[config.mk]
export PLATFORM = sky130hd
export DESIGN_NAME = instr_fetch_unit
export DESIGN_NICKNAME = d
export VERILOG_FILES = /design/src/rtl/cpu_pkg.sv /design/src/rtl/if_id_reg.sv /design/src/rtl/instr_fetch_unit.sv
export SDC_FILE = /design/constraint.sdc
export NUM_CORES = 1
export LEC_CHECK = 0
export CORE_UTILIZATION = 44
export DETAILED_ROUTE_END_ITERATION = 16
export GPL_TIMING_DRIVEN = 0
export PLACE_DENSITY_LB_ADDON = 0.08
export REMOVE_ABC_BUFFERS = 1
export SLEW_MARGIN = 10
export SYNTH_ARGS = -nofsm -noshare
export SYNTH_HDL_FRONTEND = slang
export SYNTH_SLANG_ARGS = --single-unit
[constraint.sdc]
create_clock -name clk -period 3.1 [get_ports clk]
set_input_delay 0.31 -clock clk [delete_from_list [all_inputs] [get_ports clk]]
set_output_delay 0.31 -clock clk [all_outputs]
set_load 0.05 [all_outputs]
[src/rtl/cpu_pkg.sv]
// ============================================================================
// Module      : cpu_pkg
// Description : Shared constants and types for the instruction fetch unit:
//               NOP encoding, SYSTEM opcode, fetch FSM state encoding and the
//               default reset PC.
// Revision    : 1.0 - initial release
// ============================================================================
`default_nettype none

package cpu_pkg;

    // addi x0, x0, 0 -- canonical RISC-V NOP used to fill bubbles
    localparam logic [31:0] NOP_INSTR        = 32'h0000_0013;
    localparam logic [6:0]  OPCODE_SYSTEM    = 7'b1110011;
    localparam logic [31:0] DEFAULT_RESET_PC = 32'h0000_0000;

    // Fetch FSM state encoding (explicit width, legacy-compatible constants)
    typedef logic [0:0] fetch_state_t;
    localparam fetch_state_t ST_RUN  = 1'b0;
    localparam fetch_state_t ST_HALT = 1'b1;

    // Instruction addresses are word aligned; the low two bits are dropped
    function automatic logic [31:0] align_word(input logic [31:0] addr);
        return addr & ~32'h0000_0003;
    endfunction

endpackage

`default_nettype wire

[src/rtl/if_id_reg.sv]
// ============================================================================
// Module      : if_id_reg
// Description : IF/ID pipeline register. Flush inserts a NOP bubble and has
//               priority over load; with neither asserted the contents hold.
// Revision    : 1.0 - initial release
// ============================================================================
`default_nettype none

module if_id_reg
    import cpu_pkg::*;
(
    input  logic        clk,
    input  logic        rst,
    input  logic        load,
    input  logic        flush,
    input  logic [31:0] pc_in,
    input  logic [31:0] instr_in,
    output logic [31:0] pc_out,
    output logic [31:0] instr_out,
    output logic        valid_out
);

    logic [31:0] r_pc_q;
    logic [31:0] r_instr_q;
    logic        r_valid_q;
    logic [31:0] w_pc_d;
    logic [31:0] w_instr_d;
    logic        w_valid_d;

    // Next-state selection: flush bubble, new fetch, or hold
    always_comb begin
        w_pc_d    = r_pc_q;
        w_instr_d = r_instr_q;
        w_valid_d = r_valid_q;
        if (flush) begin
            w_pc_d    = 32'h0000_0000;
            w_instr_d = NOP_INSTR;
            w_valid_d = 1'b0;
        end else if (load) begin
            w_pc_d    = pc_in;
            w_instr_d = instr_in;
            w_valid_d = 1'b1;
        end
    end

    // Register update with synchronous reset to an empty bubble
    always_ff @(posedge clk) begin
        if (rst) begin
            r_pc_q    <= 32'h0000_0000;
            r_instr_q <= NOP_INSTR;
            r_valid_q <= 1'b0;
        end else begin
            r_pc_q    <= w_pc_d;
            r_instr_q <= w_instr_d;
            r_valid_q <= w_valid_d;
        end
    end

    assign pc_out    = r_pc_q;
    assign instr_out = r_instr_q;
    assign valid_out = r_valid_q;

endmodule

`default_nettype wire

[src/rtl/instr_fetch_unit.sv]
// ============================================================================
// Module      : instr_fetch_unit
// Description : Single-issue instruction fetch stage. Owns the PC and the
//               RUN/HALT fetch FSM and feeds the IF/ID register. A SYSTEM
//               opcode stops fetching until reset.
//               Optional macro IFETCH_PERF_CNT_EN enables the fetch/flush
//               performance counters; otherwise both outputs read zero.
// Revision    : 1.0 - initial release
// ============================================================================
`default_nettype none

module instr_fetch_unit
    import cpu_pkg::*;
#(
    parameter logic [31:0] RESET_PC = DEFAULT_RESET_PC
) (
    input  logic        clk,
    input  logic        reset,
    input  logic        stall,
    input  logic        branch_taken,
    input  logic [31:0] branch_target,
    output logic [31:0] imem_addr,
    input  logic [31:0] imem_rdata,
    output logic [31:0] ifid_pc,
    output logic [31:0] ifid_instr,
    output logic        ifid_valid,
    output logic        halted,
    output logic [31:0] fetch_count,
    output logic [31:0] flush_count
);

    localparam logic [31:0] C_RESET_PC_ALIGNED = align_word(RESET_PC);

    fetch_state_t r_state_q;
    fetch_state_t w_state_d;
    logic [31:0]  r_pc_q;
    logic [31:0]  w_pc_d;
    logic         w_load;
    logic         w_flush;
    logic         w_branch_flush;

    // PC/FSM next state: branch beats stall in RUN; HALT freezes the PC and
    // keeps emitting bubbles unless stalled
    always_comb begin
        w_state_d      = r_state_q;
        w_pc_d         = r_pc_q;
        w_load         = 1'b0;
        w_flush        = 1'b0;
        w_branch_flush = 1'b0;
        case (r_state_q)
            ST_RUN: begin
                if (branch_taken) begin
                    w_pc_d         = align_word(branch_target);
                    w_flush        = 1'b1;
                    w_branch_flush = 1'b1;
                end else if (!stall) begin
                    w_pc_d = r_pc_q + 32'd4;
                    w_load = 1'b1;
                    if (imem_rdata[6:0] == OPCODE_SYSTEM) begin
                        w_state_d = ST_HALT;
                    end
                end
            end
            default: begin
                if (!stall) begin
                    w_flush = 1'b1;
                end
            end
        endcase
    end

    // PC and FSM registers; reset overrides every other control
    always_ff @(posedge clk) begin
        if (reset) begin
            r_pc_q    <= C_RESET_PC_ALIGNED;
            r_state_q <= ST_RUN;
        end else begin
            r_pc_q    <= w_pc_d;
            r_state_q <= w_state_d;
        end
    end

    if_id_reg u_if_id_reg (
        .clk       (clk),
        .rst       (reset),
        .load      (w_load),
        .flush     (w_flush),
        .pc_in     (r_pc_q),
        .instr_in  (imem_rdata),
        .pc_out    (ifid_pc),
        .instr_out (ifid_instr),
        .valid_out (ifid_valid)
    );

    assign imem_addr = r_pc_q;
    assign halted    = (r_state_q == ST_HALT);

`ifdef IFETCH_PERF_CNT_EN
    logic [31:0] r_fetch_cnt_q;
    logic [31:0] r_flush_cnt_q;
    logic [31:0] w_fetch_cnt_d;
    logic [31:0] w_flush_cnt_d;

    // Counters: one per latched fetch, one per branch flush; both wrap.
    // Bubbles inserted while halted are not branch flushes.
    always_comb begin
        w_fetch_cnt_d = r_fetch_cnt_q + {31'd0, w_load};
        w_flush_cnt_d = r_flush_cnt_q + {31'd0, w_branch_flush};
    end

    // Counter registers, cleared by reset
    always_ff @(posedge clk) begin
        if (reset) begin
            r_fetch_cnt_q <= 32'h0000_0000;
            r_flush_cnt_q <= 32'h0000_0000;
        end else begin
            r_fetch_cnt_q <= w_fetch_cnt_d;
            r_flush_cnt_q <= w_flush_cnt_d;
        end
    end

    assign fetch_count = r_fetch_cnt_q;
    assign flush_count = r_flush_cnt_q;
`else
    assign fetch_count = 32'h0000_0000;
    assign flush_count = 32'h0000_0000;
`endif

endmodule

`default_nettype wire

* Word level (Yosys, flattened, before mapping)
Cells that the tools add are included.
** Operators by class
- Add/subtract/negate cells :: 1
- Multipliers :: 0
- Divide/modulo/power cells :: 0
- Magnitude comparators :: 0
- Equality and inequality tests :: 2
- Shift operators :: 0
- Multiplexer cells :: 11
- Bitwise gates (word level) :: 1
- Reduce and logical (&&, ||, !) cells :: 2
** Operator list (number)
- $mux 32 :: 2
- $add 32x3->32 const B :: 1
- $mux 1 :: 9
- $eq 7x7->1 const B :: 1
- $ne 2x1->1 const B :: 1
- $reduce_and 2->1 :: 1
- $reduce_or 2->1 :: 1
- $not 1->1 :: 1
** Word-level totals
- Register bits after elaboration :: 98
- Latch bits :: 0
- RAM bits :: 0
- Memory bits (read-only) :: 0
- Input bits :: 68
- Output and inout bits :: 162
- Memories kept :: 0

* Logic depth before layout (Yosys ltp)
Gate-level depths: netlist of run 1.
- Word-level depth :: 5
- Mapped depth :: 8
- Depth with buffers taken out :: 6

* By module
A second synthesis of run 1 with hierarchy kept.
** Second synthesis, totals
- Cell total of the unflattened synthesis :: 560
- Area total of the unflattened synthesis :: 5032.3 µm²
** Modules (own cells, without submodules)
- instr_fetch_unit :: times used 1, cells an instance 349, area an instance 2696.3 µm², seq. area each 620.6 µm²
- if_id_reg :: times used 1, cells an instance 211, area an instance 2336.0 µm², seq. area each 1301.2 µm²

* Worst setup path before layout of run 1
Ideal clock, no wire load.
- Kind :: register to register
- From :: register r_pc_q[7] (netlist: imem_addr[7])
- To :: register r_pc_q[17] (netlist: imem_addr[17])
- Library setup time :: 74 ps
- Data arrival time :: 2327 ps
- Slack :: 699 ps
- Stages on the path, launching flop included :: 8
- Buffers on the path :: 2
- Clock period less this slack :: 2401 ps
- Cells stage by stage :: dfxtp_1 -> clkbuf_2 -> nand3_2 -> or3_1 -> buf_2 -> or3_1 -> or3_1 -> a31oi_1
** Between the ends
- Word-level cells in the longest chain between the ends :: 3
** Ends and longest elaborated chain
- start, declared :: RTL line instr_fetch_unit.sv:36 : logic [31:0] r_pc_q;
- start signal, assigned :: RTL line instr_fetch_unit.sv:78 : r_pc_q <= w_pc_d;
- $add 32x3->32 :: RTL line instr_fetch_unit.sv:57 : w_pc_d = r_pc_q + 32'd4;
- $mux 32 :: RTL line instr_fetch_unit.sv:56 : end else if (!stall) begin
- $mux 32 :: RTL line instr_fetch_unit.sv:52 : if (branch_taken) begin
No other way between the ends. The select of a mux whose other input is x is not followed.
A chain may end at the register's enable or synchronous reset.

* Final worst setup path of run 1
- From :: register r_pc_q[4] (netlist: imem_addr[4])
- To :: register r_pc_q[29] (netlist: imem_addr[29])
Same word-level chain as after synthesis.

==> qor.csv, run 1 <==
metric;value;unit
outcome;finished clean;
async_flop_share;0;%
switching_share;34.7;%
clk_pin_slew;0.10;ns
yosys.area.top_type;dfxtp_1;
ys_seq_area_share;40.3;%
drt_iter0_drc;262;
cp-start-kind;flip-flop;
cts_max_level;3;
cts_sinks;94;
fin_cells;886;
wl_per_cell;14.8;µm
synthFlopType;dfxtp_1;
numCtsBuffers;9;
drive_gt1_share;4.67;%
p_switching;0.00102;W
viasPerCell;5.26;
hpwlAfterDp;8.74;mm
fmax;377;MHz
power.density;466;nW/µm²
critical_path_class;reg2reg;
startpoint;imem_addr[4];
power_leakage;2.29;nW
fin_skew;0.00961;ns
antenna_found_initial;0;
cp-end-kind;flip-flop;
reg2reg_from;imem_addr[4];
synth_cell_types;55;
place_inst;868;
die_width;105;µm
arrival;2.96;ns
required;3.40;ns
die_y;105;µm
dieArea;11000;µm²
worstHoldStart;u_if_id_reg.pc_out[27];
power.share.clock;30.7;%
final_cell_mix;clkdlybuf4s50_1, nand2_1, dfxtp_1, a21oi_1, conb_1;
ys_seq_elements;94;
slew_headroom;40.8;%
drv_cap;0;
vias;4658;
pre_cts_ws;-0.464;ns
grt_usage;23.5;%
min_delay_path_depth;2;
layout_commonest_cell;clkdlybuf4s50_1;
clk_latency;0.37;ns
area_growth;35.7;%
synthCells;613;
row_count;37;
gp_congestion;0.778;
min_period;2.65;ns
slew_viol_final;0;
cts_root_buffer;clkbuf_8;
rsz0062_at_grt;no;
grt_max_degree;48;
fin_util;61.4;%
drt_first_pass_iters;7;
ys.warnings.count;0;
fill_cells;955;
overflow;0;
timing.final.ws_setup;0.446;ns
drc;0;
power_frac_seq;44.5;%
finalSetupViolCount;0;
coreArea;10300;µm²
whs;0.455;ns
combPwrFrac;24.8;%
fin_crit_sh;85.6;%
initial_core_util;45.2;%
grt_pass1_wl;20.7;mm
io_buffers;159;
finalNetCount;814;
synth_top_area_share;40.3;%
cts_tree;yes;
hold_class;reg2reg;
postCtsHoldBufs;0;
synth_edf_count;0;
worst_pin_slew;0.885;ns
synthTopCellsByArea;dfxtp_1, nand2_1, buf_4;
ant_nets;0;
insertedDiodeCount;0;
routed_wl;13.1;mm
reg2reg_depth;5;
max-vdd-ir-drop;0.250;mV
path_max_fanout;11;
synth.avg_cell_area;7.62;µm²
grt_pass1_vias;4212;
hold_viol;0;
clockBufferDepth;2;
intPower;0.00193;W
ios;230;
syn_area;4670;µm²
[sequential cells by signal, indices dropped and copies added (netlist names)]
register / count
u_if_id_reg.instr_out: 32
imem_addr: 30
u_if_id_reg.pc_out: 30
halted: 1
u_if_id_reg.valid_out: 1
[per-layer routing]
metal	global-route usage [%]	part of all wire (%)
met1	29.6	43
met4	9.15	2.2
met5	0	0
met2	40.0	49
met3	4.12	6.3
[worst max-delay path, stage by stage, from the launching register on]
cell and delay [ns]:
dfxtp_1 0.55, nand3_1 0.34, nor4_1 0.73, nand3_1 0.30, or4_1 0.48, a31oi_1 0.18
[cell usage after synthesis, drive strengths merged (2+ instances only)]
cell type	instances
and3	6
nor3	10
a22o	3
o22ai	2
a211oi	6
a31oi	7
o311ai	4
nand3	16
inv	5
a22oi	8
buf	75
a2bb2oi	2
nand2	147
a2111oi	2
dfxtp	94
o21ai	12
nor4	11
and4	4
a21oi	79
nand3b	5
nor3b	2
nand2b	2
nand4	7
o211ai	2
a21o	3
or3	8
clkbuf	36
mux2i	5
nor2	31
[repair_timing]
action | CTS | global route
gates resized for setup | 0 | 2
endpoints found under the setup margin | 1 | 18
cloned | 1 | 1
buffers inserted | 0 | 0
pin swaps | 1 | 0
[power groups by stage]
stage	Sequential, W	Combinational, W	Clock, W
after floorplan	0.00149	0.000320	0
after global placement	0.00134	0.000710	0
after detailed placement	0.00134	0.000727	0
after CTS	0.00131	0.000731	0.000922
after global routing	0.00132	0.000771	0.000972
final	0.00131	0.000733	0.000905
[cell families (layout without fill, tap and decap cells)]
group	after synthesis	count (layout)	share of synthesized area [%]
AND/OR/NAND/NOR	254	255	24.7
AO/OA/AOI/OAI	141	141	18.4
buffers and inverters	116	185	14.9
flip-flops	94	94	40.3
multiplexers	6	6	1.31
adder cells (fa/ha/maj)	1	1	0.268
other	1	68	0.0803
[per-stage QoR]
step	total power, W	instance area (µm²)	setup TNS [ns]
floorplan	0.00181	4240	-16.06
finish	0.00295	6330	0
detailed placement	0.00207	6100	-14.54
global route	0.00307	6330	0
CTS	0.00296	6320	0
global placement	0.00205	6000	-317.52
[final timing paths]
path                                          endpoint  slack, ns
worst min-delay path            u_if_id_reg.pc_out[27]       0.46
worst max register to register           imem_addr[29]       0.45
worst max-delay path                     imem_addr[29]       0.45
worst min register to register  u_if_id_reg.pc_out[27]       0.46
[area by class of cell]
class	count	area, µm²	area share, %
Timing Repair Buffer	163	1670	26.4
Sequential cell	94	1880	29.7
Timing Repair inverter	1	5.00	0.0790
Tap cell	136	170	2.69
Clock buffer	10	128	2.02
Multi-Input combinational cell	471	2370	37.4
Inverter	5	22.5	0.356
Clock inverter	6	86.3	1.36
Note: power is estimated with default switching activity, not from simulation.
==> inputs of run 2 (changes only) <==
Settings changed: CORE_MARGIN set to 4.
==> run 2 against run 1 <==
Power about the same. Largest power group unchanged. Routed wire length up 3.1%. Largest cell class unchanged. Sequential share of layout area down 0.15 points. Critical path type is now in2reg. Worst setup slack worse by 0.16 ns. Critical path depth up 2. Cell count down 0.11%. Count of clock-buffer cells in the layout unchanged. Sequential cell count unchanged. Cell area up 0.51%. Via count down 2.6%. Utilization up 0.32 points.
==> qor.csv, run 2 (same netlist as run 1, synthesis figures left out) <==
metric;value;unit;change
power;0.00295;W;about the same
fin_crit_sh;90.9;%;+5.3 points
final_cell_mix;clkdlybuf4s50_1, nand2_1, dfxtp_1, a21oi_1, conb_1;;
fmax;355;MHz;-5.8%
grt_pass1_wl;21.7;mm;+4.8%
multi_input_area;2360;µm²;-0.26%
arrival;3.04;ns;+0.08 ns
gp_congestion;0.787;;+1.2%
seq_area;1880;µm²;unchanged
finalSetupTns;0;ns;unchanged
cts_max_level;3;;unchanged
crit_path_max_incr_delay;0.68;ns;-0.05 ns
outcome;finished clean;;
initial_core_util;45.2;%;unchanged
clk_pin_slew;0.09;ns;about the same
placed_area;6140;µm²;+0.70%
routed_wl;13.5;mm;+3.1%
whs;0.456;ns;+0.00104 ns
postCtsHoldBufs;0;;unchanged
required;3.32;ns;-0.08 ns
drc;0;;unchanged
cts_root_buffer;clkbuf_8;;
hold_class;reg2reg;;
area_growth;36.4;%;
grt_pass1_vias;4370;;+3.8%
fin_util;61.7;%;+0.32 points
worst_pin_slew;0.902;ns;+0.0169 ns
insertedDiodeCount;0;;unchanged
overflow;0;;unchanged
fin_skew;0.0153;ns;+0.00566 ns
reg2reg_from;imem_addr[4];;
power.density;464;nW/µm²;-0.45%
die_width;111;µm;+5.7%
hold_viol;0;;unchanged
die_y;111;µm;+5.7%
power_leakage;2.30;nW;+0.52%
max-vdd-ir-drop;0.213;mV;-15%
ant_nets;0;;unchanged
layout_commonest_cell;clkdlybuf4s50_1;;
hpwlAfterDp;9.52;mm;+8.9%
antenna_found_initial;0;;unchanged
numCtsBuffers;9;;unchanged
rsz0062_at_grt;no;;
crit_chain;buf_2, clkinvlp_4, a21o_1, nor2_4, buf_16, and4_1, nor4_1;;
drv_cap;0;;unchanged
grt_usage;21.3;%;-2.2 points
clockBufferDepth;2;;unchanged
cts_tree;yes;;
min_period;2.82;ns;+0.165 ns
viasPerCell;5.13;;-2.5%
cp-start-kind;input pin;;
fin_area;6370;µm²;+0.51%
drt_first_pass_iters;5;;-2
worstHoldStart;u_if_id_reg.pc_out[29];;
finalNetCount;814;;unchanged
wl_per_cell;15.3;µm;+3.2%
grt_max_degree;47;;-2.1%
io_buffers;159;;unchanged
dieArea;12300;µm²;+12%
slew_headroom;39.7;%;-1.1 points
clk_latency;0.37;ns;about the same
coreArea;10300;µm²;unchanged
vias;4538;;-2.6%
crit_buf_inv;3;;+3
path_max_fanout;47;;+36
finalSetupViolCount;0;;unchanged
drt_iter0_drc;314;;+20%
largest_register_ffs;32;;unchanged
ios;230;;unchanged
startpoint;branch_taken;;
row_count;37;;unchanged
fill_cells;949;;-0.63%
drive_gt1_share;4.54;%;-0.13 points
critical_path_class;in2reg;;
post-cts-setup-buffer-count;0;;unchanged
slew_viol_final;0;;unchanged
slowest_stage;buf_2;;
cts_sinks;94;;unchanged
cp-end-kind;flip-flop;;
critPathTopFamily;buffers and inverters;;
==> run 2: changes by cell type in the layout (fill, tap and decap cells not counted), sizes merged <==
cell,previous run,this run
clkbuf,11,10
buf,5,7
nor2,32,31
clkinv,3,2
==> run 2: where the power goes <==
group	internal, W	switching, W	leakage [nW]	total [W]
clock network	0.000453	0.000446	0.103	0.000899
registers	0.00125	0.0000597	0.767	0.00131
logic	0.000225	0.000514	1.43	0.000739
==> run 2: layer usage <==
metal | vias up | GRT usage (%) | routed length, µm
met3 | 19 | 5.51 | 1080
li1 | 2238 | - | -
met5 | - | 0 | 0
met4 | 0 | 6.81 | 178
met2 | 187 | 36.9 | 6690
met1 | 2094 | 25.8 | 5580
==> run 2: tightest hold or removal path: stages, from the launching register on <==
cell and delay (ns):
dfxtp_1 0.32, nand2_1 0.05, a21oi_1 0.05
==> run 2: timing repair <==
action | CTS | global route
endpoints found under the hold margin | 0 | 0
gates resized for setup | 0 | 1
endpoints found under the setup margin | 0 | 1
==> run 2: final timing paths <==
check                                 to  slack, ns  depth (start not counted)
setup reg to reg           imem_addr[29]       0.52                          5
setup / recovery           imem_addr[15]       0.28                          7
hold / removal    u_if_id_reg.pc_out[29]       0.46                          2
hold reg to reg   u_if_id_reg.pc_out[29]       0.46                          2
==> run 2: metrics by stage <==
step                      instances  setup WS, ns
after floorplan                 569        -0.433
after global placement          864         -4.30
after detailed placement        869        -0.128
after CTS                       884         0.262
after global routing            885        0.0764
final                           885         0.281
==> run 2: final cells by class <==
type,count,share of cell area [%]
clock buffers,10,2.00
repair inverters,1,0.0786
repair buffers,164,26.9
multi-input cells,470,37.1
clock inverters,5,1.34
well taps,136,2.67
flip-flops and latches,94,29.6
inverters,5,0.354
==> inputs of run 3 (changes only) <==
Settings changed: CAP_MARGIN set to 15.
==> results of run 3 <==
No change in the layout: final DEF, timing and power equal those of run 2.
